**config.mk**
```make
export PLATFORM = sky130hd
export DESIGN_NAME = flexbex_ibex_mc_issue_ctrl
export DESIGN_NICKNAME = d
export VERILOG_FILES = /design/src/rtl/flexbex_ibex_mc_pkg.sv /design/src/rtl/flexbex_ibex_mc_prio_enc.sv /design/src/rtl/flexbex_ibex_mc_issue_ctrl.sv
export SDC_FILE = /design/constraint.sdc
export NUM_CORES = 1
export LEC_CHECK = 0
export CORE_MARGIN = 10
export CORE_UTILIZATION = 37
export CTS_CLUSTER_DIAMETER = 50
export CTS_CLUSTER_SIZE = 16
export DETAILED_ROUTE_END_ITERATION = 16
export MAX_ROUTING_LAYER = met4
export PLACE_DENSITY = 0.85
export SLEW_MARGIN = 25
export SYNTH_ARGS = -nofsm -noshare
export SYNTH_HDL_FRONTEND = slang
export SYNTH_SLANG_ARGS = --single-unit
```
**constraint.sdc**
```tcl
create_clock -name clk -period 1.6 [get_ports clk]
set_input_delay 0.32 -clock clk [delete_from_list [all_inputs] [get_ports clk]]
set_output_delay 0.32 -clock clk [all_outputs]
set_load 0.05 [all_outputs]
```
**src/rtl/flexbex_ibex_mc_pkg.sv**
```systemverilog
// flexbex_ibex_mc_pkg
//   Shared definitions for the multicycle issue/stall controller:
//   - mc_state_e  : controller state encoding (IDLE, MULTI, BRANCH, JUMP)
//   - UNIT_*      : default channel indices for the stock unit mapping
//   - wb_sel_alu  : writeback-select code for the ALU/CSR path, which is
//                   the first code past the last unit index
package flexbex_ibex_mc_pkg;

  typedef enum logic [1:0] {
    IDLE   = 2'd0,
    MULTI  = 2'd1,
    BRANCH = 2'd2,
    JUMP   = 2'd3
  } mc_state_e;

  localparam int unsigned UNIT_LSU    = 0;
  localparam int unsigned UNIT_MULDIV = 1;
  localparam int unsigned UNIT_EFPGA  = 2;

  function automatic int unsigned wb_sel_alu(input int unsigned n_units);
    return n_units;
  endfunction

endpackage

```
**src/rtl/flexbex_ibex_mc_prio_enc.sv**
```systemverilog
// flexbex_ibex_mc_prio_enc
//   Lowest-index-first priority encoder.
//   Parameters: N (request width), IDX_W (index width)
//   Ports:
//     req    in  N      request vector
//     onehot out N      the single winning request bit (or zero)
//     idx    out IDX_W  index of the winning request (0 when none)
//     valid  out 1      at least one request set
module flexbex_ibex_mc_prio_enc #(
  parameter int unsigned N     = 3,
  parameter int unsigned IDX_W = 2
) (
  input  logic [N-1:0]     req,
  output logic [N-1:0]     onehot,
  output logic [IDX_W-1:0] idx,
  output logic             valid
);

  always_comb begin
    onehot = '0;
    idx    = '0;
    valid  = 1'b0;
    for (int unsigned i = 0; i < N; i++) begin
      if (req[i] && !valid) begin
        onehot[i] = 1'b1;
        idx       = IDX_W'(i);
        valid     = 1'b1;
      end
    end
  end

endmodule

```
**src/rtl/flexbex_ibex_mc_issue_ctrl.sv**
```systemverilog
// flexbex_ibex_mc_issue_ctrl
//   Multicycle issue/stall controller for the flexbex ID stage. Issues one
//   operation at a time to one of N_UNITS channels (handshake or fixed
//   latency), stalls ID while it runs, and gates regfile writeback and its
//   source select. Also handles taken-branch and jump stall cycles.
//   Optional watchdog on handshake units: define FLEXBEX_MC_TIMEOUT_EN.
//   Ports:
//     clk, rst_n          clock, synchronous active-low reset
//     instr_valid_i       decoded instruction valid
//     unit_req_i          per-unit issue request from decoder
//     branch_in_id_i      conditional branch in ID
//     branch_decision_i   branch taken
//     jump_in_id_i        jump in ID
//     regfile_we_id_i     decoder writeback enable
//     unit_ready_i        per-unit completion (handshake units only)
//     unit_delay_i        latency for a fixed-latency unit issued this cycle
//     kill_i              flush; beats issue and completion
//     unit_en_o           one-cycle one-hot issue pulse
//     id_ready_o          ID may accept next instruction
//     instr_multicycle_o  multicycle operation in progress
//     regfile_we_o        gated writeback enable
//     wb_sel_o            writeback source (unit index, N_UNITS = ALU/CSR)
//     branch_set_o        registered taken-branch flag
//     jump_set_o          jump issue pulse
//     perf_branch_o       branch-seen pulse
//     busy_o              controller not idle
//     timeout_err_o       watchdog pulse (0 without FLEXBEX_MC_TIMEOUT_EN)
module flexbex_ibex_mc_issue_ctrl
  import flexbex_ibex_mc_pkg::*;
#(
  parameter int unsigned          N_UNITS        = 3,
  parameter logic [N_UNITS-1:0]   FIXED_LAT_MASK = 3'b100,
  parameter int unsigned          DELAY_W        = 4,
  parameter int unsigned          TIMEOUT_CYCLES = 1024
) (
  input  logic                          clk,
  input  logic                          rst_n,
  input  logic                          instr_valid_i,
  input  logic [N_UNITS-1:0]            unit_req_i,
  input  logic                          branch_in_id_i,
  input  logic                          branch_decision_i,
  input  logic                          jump_in_id_i,
  input  logic                          regfile_we_id_i,
  input  logic [N_UNITS-1:0]            unit_ready_i,
  input  logic [DELAY_W-1:0]            unit_delay_i,
  input  logic                          kill_i,
  output logic [N_UNITS-1:0]            unit_en_o,
  output logic                          id_ready_o,
  output logic                          instr_multicycle_o,
  output logic                          regfile_we_o,
  output logic [$clog2(N_UNITS+1)-1:0]  wb_sel_o,
  output logic                          branch_set_o,
  output logic                          jump_set_o,
  output logic                          perf_branch_o,
  output logic                          busy_o,
  output logic                          timeout_err_o
);

  localparam int unsigned        WB_SEL_W = $clog2(N_UNITS + 1);
  localparam logic [WB_SEL_W-1:0] WB_ALU  = WB_SEL_W'(wb_sel_alu(N_UNITS));

  mc_state_e             state_q, state_d;
  logic [DELAY_W-1:0]    cnt_q, cnt_d;
  logic [WB_SEL_W-1:0]   sel_q, sel_d;
  logic                  branch_set_q, branch_set_d;

  logic [N_UNITS-1:0]    req_onehot;
  logic [WB_SEL_W-1:0]   req_idx;
  logic                  req_valid;

  logic                  cur_fixed;
  logic                  cur_ready;
  logic                  done;
  logic                  timeout;

  // Combinational outputs before reset gating
  logic [N_UNITS-1:0]    unit_en;
  logic                  id_ready, multicycle, regfile_we, jump_set, perf_branch;
  logic [WB_SEL_W-1:0]   wb_sel;

  flexbex_ibex_mc_prio_enc #(
    .N     (N_UNITS),
    .IDX_W (WB_SEL_W)
  ) u_prio_enc (
    .req    (unit_req_i),
    .onehot (req_onehot),
    .idx    (req_idx),
    .valid  (req_valid)
  );

  // Attributes of the unit currently owning the controller
  always_comb begin
    cur_fixed = 1'b0;
    cur_ready = 1'b0;
    for (int unsigned i = 0; i < N_UNITS; i++) begin
      if (sel_q == WB_SEL_W'(i)) begin
        cur_fixed = FIXED_LAT_MASK[i];
        cur_ready = unit_ready_i[i];
      end
    end
  end

  assign done = cur_fixed ? (cnt_q == '0) : cur_ready;

`ifdef FLEXBEX_MC_TIMEOUT_EN
  localparam int unsigned WD_W = (TIMEOUT_CYCLES > 2) ? $clog2(TIMEOUT_CYCLES) : 1;
  logic [WD_W-1:0] wd_q, wd_d;

  // Watchdog runs only while a handshake unit is outstanding
  always_comb begin
    wd_d    = wd_q;
    timeout = 1'b0;
    if (state_q != MULTI) begin
      wd_d = '0;
    end else if (!cur_fixed && !done && !kill_i) begin
      if (wd_q == WD_W'(TIMEOUT_CYCLES - 1)) begin
        timeout = 1'b1;
        wd_d    = '0;
      end else begin
        wd_d = wd_q + WD_W'(1);
      end
    end
  end

  always_ff @(posedge clk) begin
    if (!rst_n) wd_q <= '0;
    else        wd_q <= wd_d;
  end
`else
  assign timeout = 1'b0;
`endif

  always_comb begin
    state_d      = state_q;
    cnt_d        = cnt_q;
    sel_d        = sel_q;
    branch_set_d = branch_set_q;
    unit_en      = '0;
    id_ready     = 1'b0;
    multicycle   = 1'b0;
    regfile_we   = 1'b0;
    wb_sel       = WB_ALU;
    jump_set     = 1'b0;
    perf_branch  = 1'b0;

    unique case (state_q)
      IDLE: begin
        id_ready = 1'b1;
        if (instr_valid_i && !kill_i) begin
          if (req_valid) begin
            unit_en    = req_onehot;
            id_ready   = 1'b0;
            multicycle = 1'b1;
            sel_d      = req_idx;
            if (|(req_onehot & FIXED_LAT_MASK)) cnt_d = unit_delay_i;
            state_d    = MULTI;
          end else if (branch_in_id_i) begin
            perf_branch = 1'b1;
            if (branch_decision_i) begin
              branch_set_d = 1'b1;
              id_ready     = 1'b0;
              multicycle   = 1'b1;
              state_d      = BRANCH;
            end
          end else if (jump_in_id_i) begin
            jump_set = 1'b1;
            id_ready = 1'b0;
            state_d  = JUMP;
          end else begin
            regfile_we = regfile_we_id_i;
          end
        end
      end

      MULTI: begin
        if (kill_i || timeout) begin
          state_d = IDLE;
        end else if (done) begin
          regfile_we = regfile_we_id_i;
          wb_sel     = sel_q;
          id_ready   = 1'b1;
          state_d    = IDLE;
        end else begin
          multicycle = 1'b1;
          if (cur_fixed) cnt_d = cnt_q - DELAY_W'(1);
        end
      end

      BRANCH: begin
        branch_set_d = 1'b0;
        id_ready     = !kill_i;
        state_d      = IDLE;
      end

      JUMP: begin
        id_ready   = !kill_i;
        regfile_we = regfile_we_id_i && !kill_i;
        state_d    = IDLE;
      end

      default: state_d = IDLE;
    endcase
  end

  always_ff @(posedge clk) begin
    if (!rst_n) begin
      state_q      <= IDLE;
      cnt_q        <= '0;
      sel_q        <= '0;
      branch_set_q <= 1'b0;
    end else begin
      state_q      <= state_d;
      cnt_q        <= cnt_d;
      sel_q        <= sel_d;
      branch_set_q <= branch_set_d;
    end
  end

  // While reset is asserted, present the idle/ready values on every output
  assign unit_en_o          = rst_n ? unit_en : '0;
  assign id_ready_o         = rst_n ? id_ready : 1'b1;
  assign instr_multicycle_o = rst_n & multicycle;
  assign regfile_we_o       = rst_n & regfile_we;
  assign wb_sel_o           = rst_n ? wb_sel : WB_ALU;
  assign branch_set_o       = rst_n & branch_set_q;
  assign jump_set_o         = rst_n & jump_set;
  assign perf_branch_o      = rst_n & perf_branch;
  assign busy_o             = rst_n & (state_q != IDLE);
  assign timeout_err_o      = rst_n & timeout & (TIMEOUT_CYCLES > 1);

endmodule

```
==> results.yml <==
outcome:
  status: "finished with violations"
  violations: "negative setup slack"
setup_path:
  worst_setup_path_end_kind: "output port"
  cp_data_required_time_ns: 1.28
  crit_fanout: 4
  critical_path_class: "flop to output port"
  startpoint_type: "flop"
  worstPathArrival_ns: 1.76
global_route:
  grt_pass1_vias: 1202
  grt_max_degree: 16
  grt-ovfl-total: 0
  grt_pass1_wl_um: 6330
  track_usage_pct: 19.8
  antenna_found_initial: 1
finish:
  drive_above_1_share_pct: 61.9
  n_fill_cell: 49
  regArea_um2: 191
  multi_input_area_um2: 698
  layoutNonFillerInstCount: 194
  layout.nets: 188
  area_delta_synth_final_pct: 135
clocking:
  cts.reportedPaths.clkPinSlew_ns: 0.08
  clockBufferDepth: 2
  cts.htree.levels: 1
  clock-sinks: 9
  tritoncts: "done"
  clk_latency_ns: 0.29
  ctsHoldBuffers: 0
  cts_root_buffer: "clkbuf_4"
  cts_buffers: 3
placement:
  port_buffers: 28
  dpl_worst_slack_ns: -0.573
  gp_congestion: 0.872
  place_inst: 170
  hpwl_um: 2300
timing:
  finalHoldViolations: 0
  maxSlewViolCount: 0
  fmax_ghz: 0.482
  fin_setup_tns_ns: -3.03
  fin_ws_ns: -0.476
  fin_skew_ns: 0.00925
  fin_crit_sh_pct: 130
  setup_viol: 14
  timing.final.crit_period_ns: 2.08
  rsz0062_at_grt: "true"
min_path:
  hp-class: "primary input to flop"
yosys:
  avgSynthCellArea_um2: 7.39
  ys_seq_elements: 9
  synth.most_common_cell: "nand2_1"
  synthTopCellsByArea: "dfxtp_1 (25%), nand2_1 (10%), mux2i_1 (7.0%), a21oi_1 (4.2%), nor2_1 (3.1%)"
  synth_top_area_share_pct: 25.1
  synth_nets: 116
  synthFlopType: "dfxtp_1"
  yosysWarnings: 0
  async_reset_ff_share_pct: 0
  synthesis.area_um2: 717
  yosysTopAreaCell: "dfxtp_1"
  syn-instance-count: 97
  synthTopCellsByCount: "nand2_1 (20), dfxtp_1 (9), a21oi_1 (6), nor2_1 (6), mux2i_1 (5)"
  ys_types: 39
  ys_seq_area_share_pct: 25.1
  synth_edf_count: 0
detailed_routing:
  top_layer_used: "met4"
  met2RoutedLength_um: 2160
  routed-wl-met3_um: 252
  wirelength_met1_um: 1600
  dr.first_iter.drc_count: 66
  detail_route.vias_per_cell: 5.75
  drtPass1Iterations: 4
  drc: 0
  via_count: 1116
  wl_per_cell_um: 22.2
  drtAntennaViolNets: 0
  drt-total-wl_um: 4300
floorplanning:
  die-area_um2: 4100
  start_util_pct: 40.2
  rows: 15
  die_h_um: 64.0
  core_area_um2: 1780
  io_pins: 31
  die_w_um: 64.0
pwr:
  max-vdd-ir-drop_v: 0.000595
  power_per_cell_area_nw_per_um2: 523
  cellLeakagePower_nw: 0.726
flow_run:
  drv_cap: 0
[cell usage in the layout, fill, tap and decap left out, drive strengths merged, types with 2 or more instances in the layout]
master | netlist | routed
a21oi | 7 | 7
and2 | 3 | 3
buf | 2 | 59
clkbuf | 3 | 4
clkdlybuf4s50 | 0 | 5
dfxtp | 9 | 9
dlygate4sd2 | 0 | 7
inv | 4 | 4
mux2i | 5 | 5
nand2 | 20 | 20
nand3 | 2 | 2
nor2 | 6 | 6
nor2b | 3 | 3
nor3 | 3 | 3
nor3b | 3 | 3
o211ai | 3 | 3
o21ai | 2 | 2
o31ai | 2 | 2
xnor2 | 2 | 2
[per-stage QoR]
step | utilization, % | power (mW) | hold WS [ns] | instance area, µm²
CTS | 92.3 | 0.810 | 0.388 | 1650
global route | 94.5 | 0.911 | 0.396 | 1690
floorplan | - | 0.422 | 0.452 | 870
global placement | 80.5 | 0.561 | 0.490 | 1440
finish | 94.5 | 0.882 | 0.380 | 1690
detailed placement | 80.5 | 0.576 | 0.509 | 1440
[power breakdown]
group          switching (mW)  internal (mW)  total [mW]
Clock                   0.115         0.0972       0.213
Combinational           0.206          0.217       0.423
Sequential             0.0131          0.233       0.246
[state kept, by name, summed over array words and instances (netlist names)]
name          count
cnt_q             4
branch_set_q      1
sel_q             2
state_q           2
[cell families after synthesis]
group,after synthesis,share of synthesized area (%)
simple gates,49,36.8
flops,9,25.1
fa+ha+maj,1,1.74
xor+xnor,2,2.44
other cells,1,0.523
buf+inv,9,5.41
mux,5,6.98
compound gates,21,20.9
[critical path, cell delays in order, from the launching register on]
cell,delay [ns]
dfxtp_2,0.33
inv_2,0.06
ha_4,0.13
nor3b_4,0.22
a21o_1,0.27
o21ai_2,0.12
a21oi_4,0.18
buf_12,0.15
[final timing paths]
path            startpoint            to  slack, ns  cells past startpoint
min reg2reg       sel_q[1]      sel_q[1]       0.57                      1
max               cnt_q[1]  regfile_we_o      -0.48                      7
min          unit_req_i[1]      sel_q[0]       0.38                      3
max reg2reg       cnt_q[1]      cnt_q[3]      -0.08                      9
[final cells by class]
| cell class | instances | area share (%) |
|---|---|---|
| repair buffers | 72 | 42.8 |
| flip-flops and latches | 9 | 11.4 |
| inverters | 4 | 0.891 |
| well taps | 25 | 1.86 |
| clock buffers | 4 | 1.56 |
| diodes | 1 | 0.148 |
| multi-input cells | 79 | 41.4 |
[metal layers]
metal | GRT usage, % | vias up
met5 | - | -
met4 | 9.84 | 0
met3 | 1.92 | 28
met2 | 35.6 | 66
met1 | 20.9 | 538
li1 | - | 484
[what timing repair did]
action | in CTS | in global routing
setup buffers | 17 | 4
pin swaps | 7 | 5
resized for setup | 43 | 7
endpoints found under the setup margin | 16 | 14
gates cloned | 0 | 0
No activity file was read; power rests on OpenSTA's default activity.
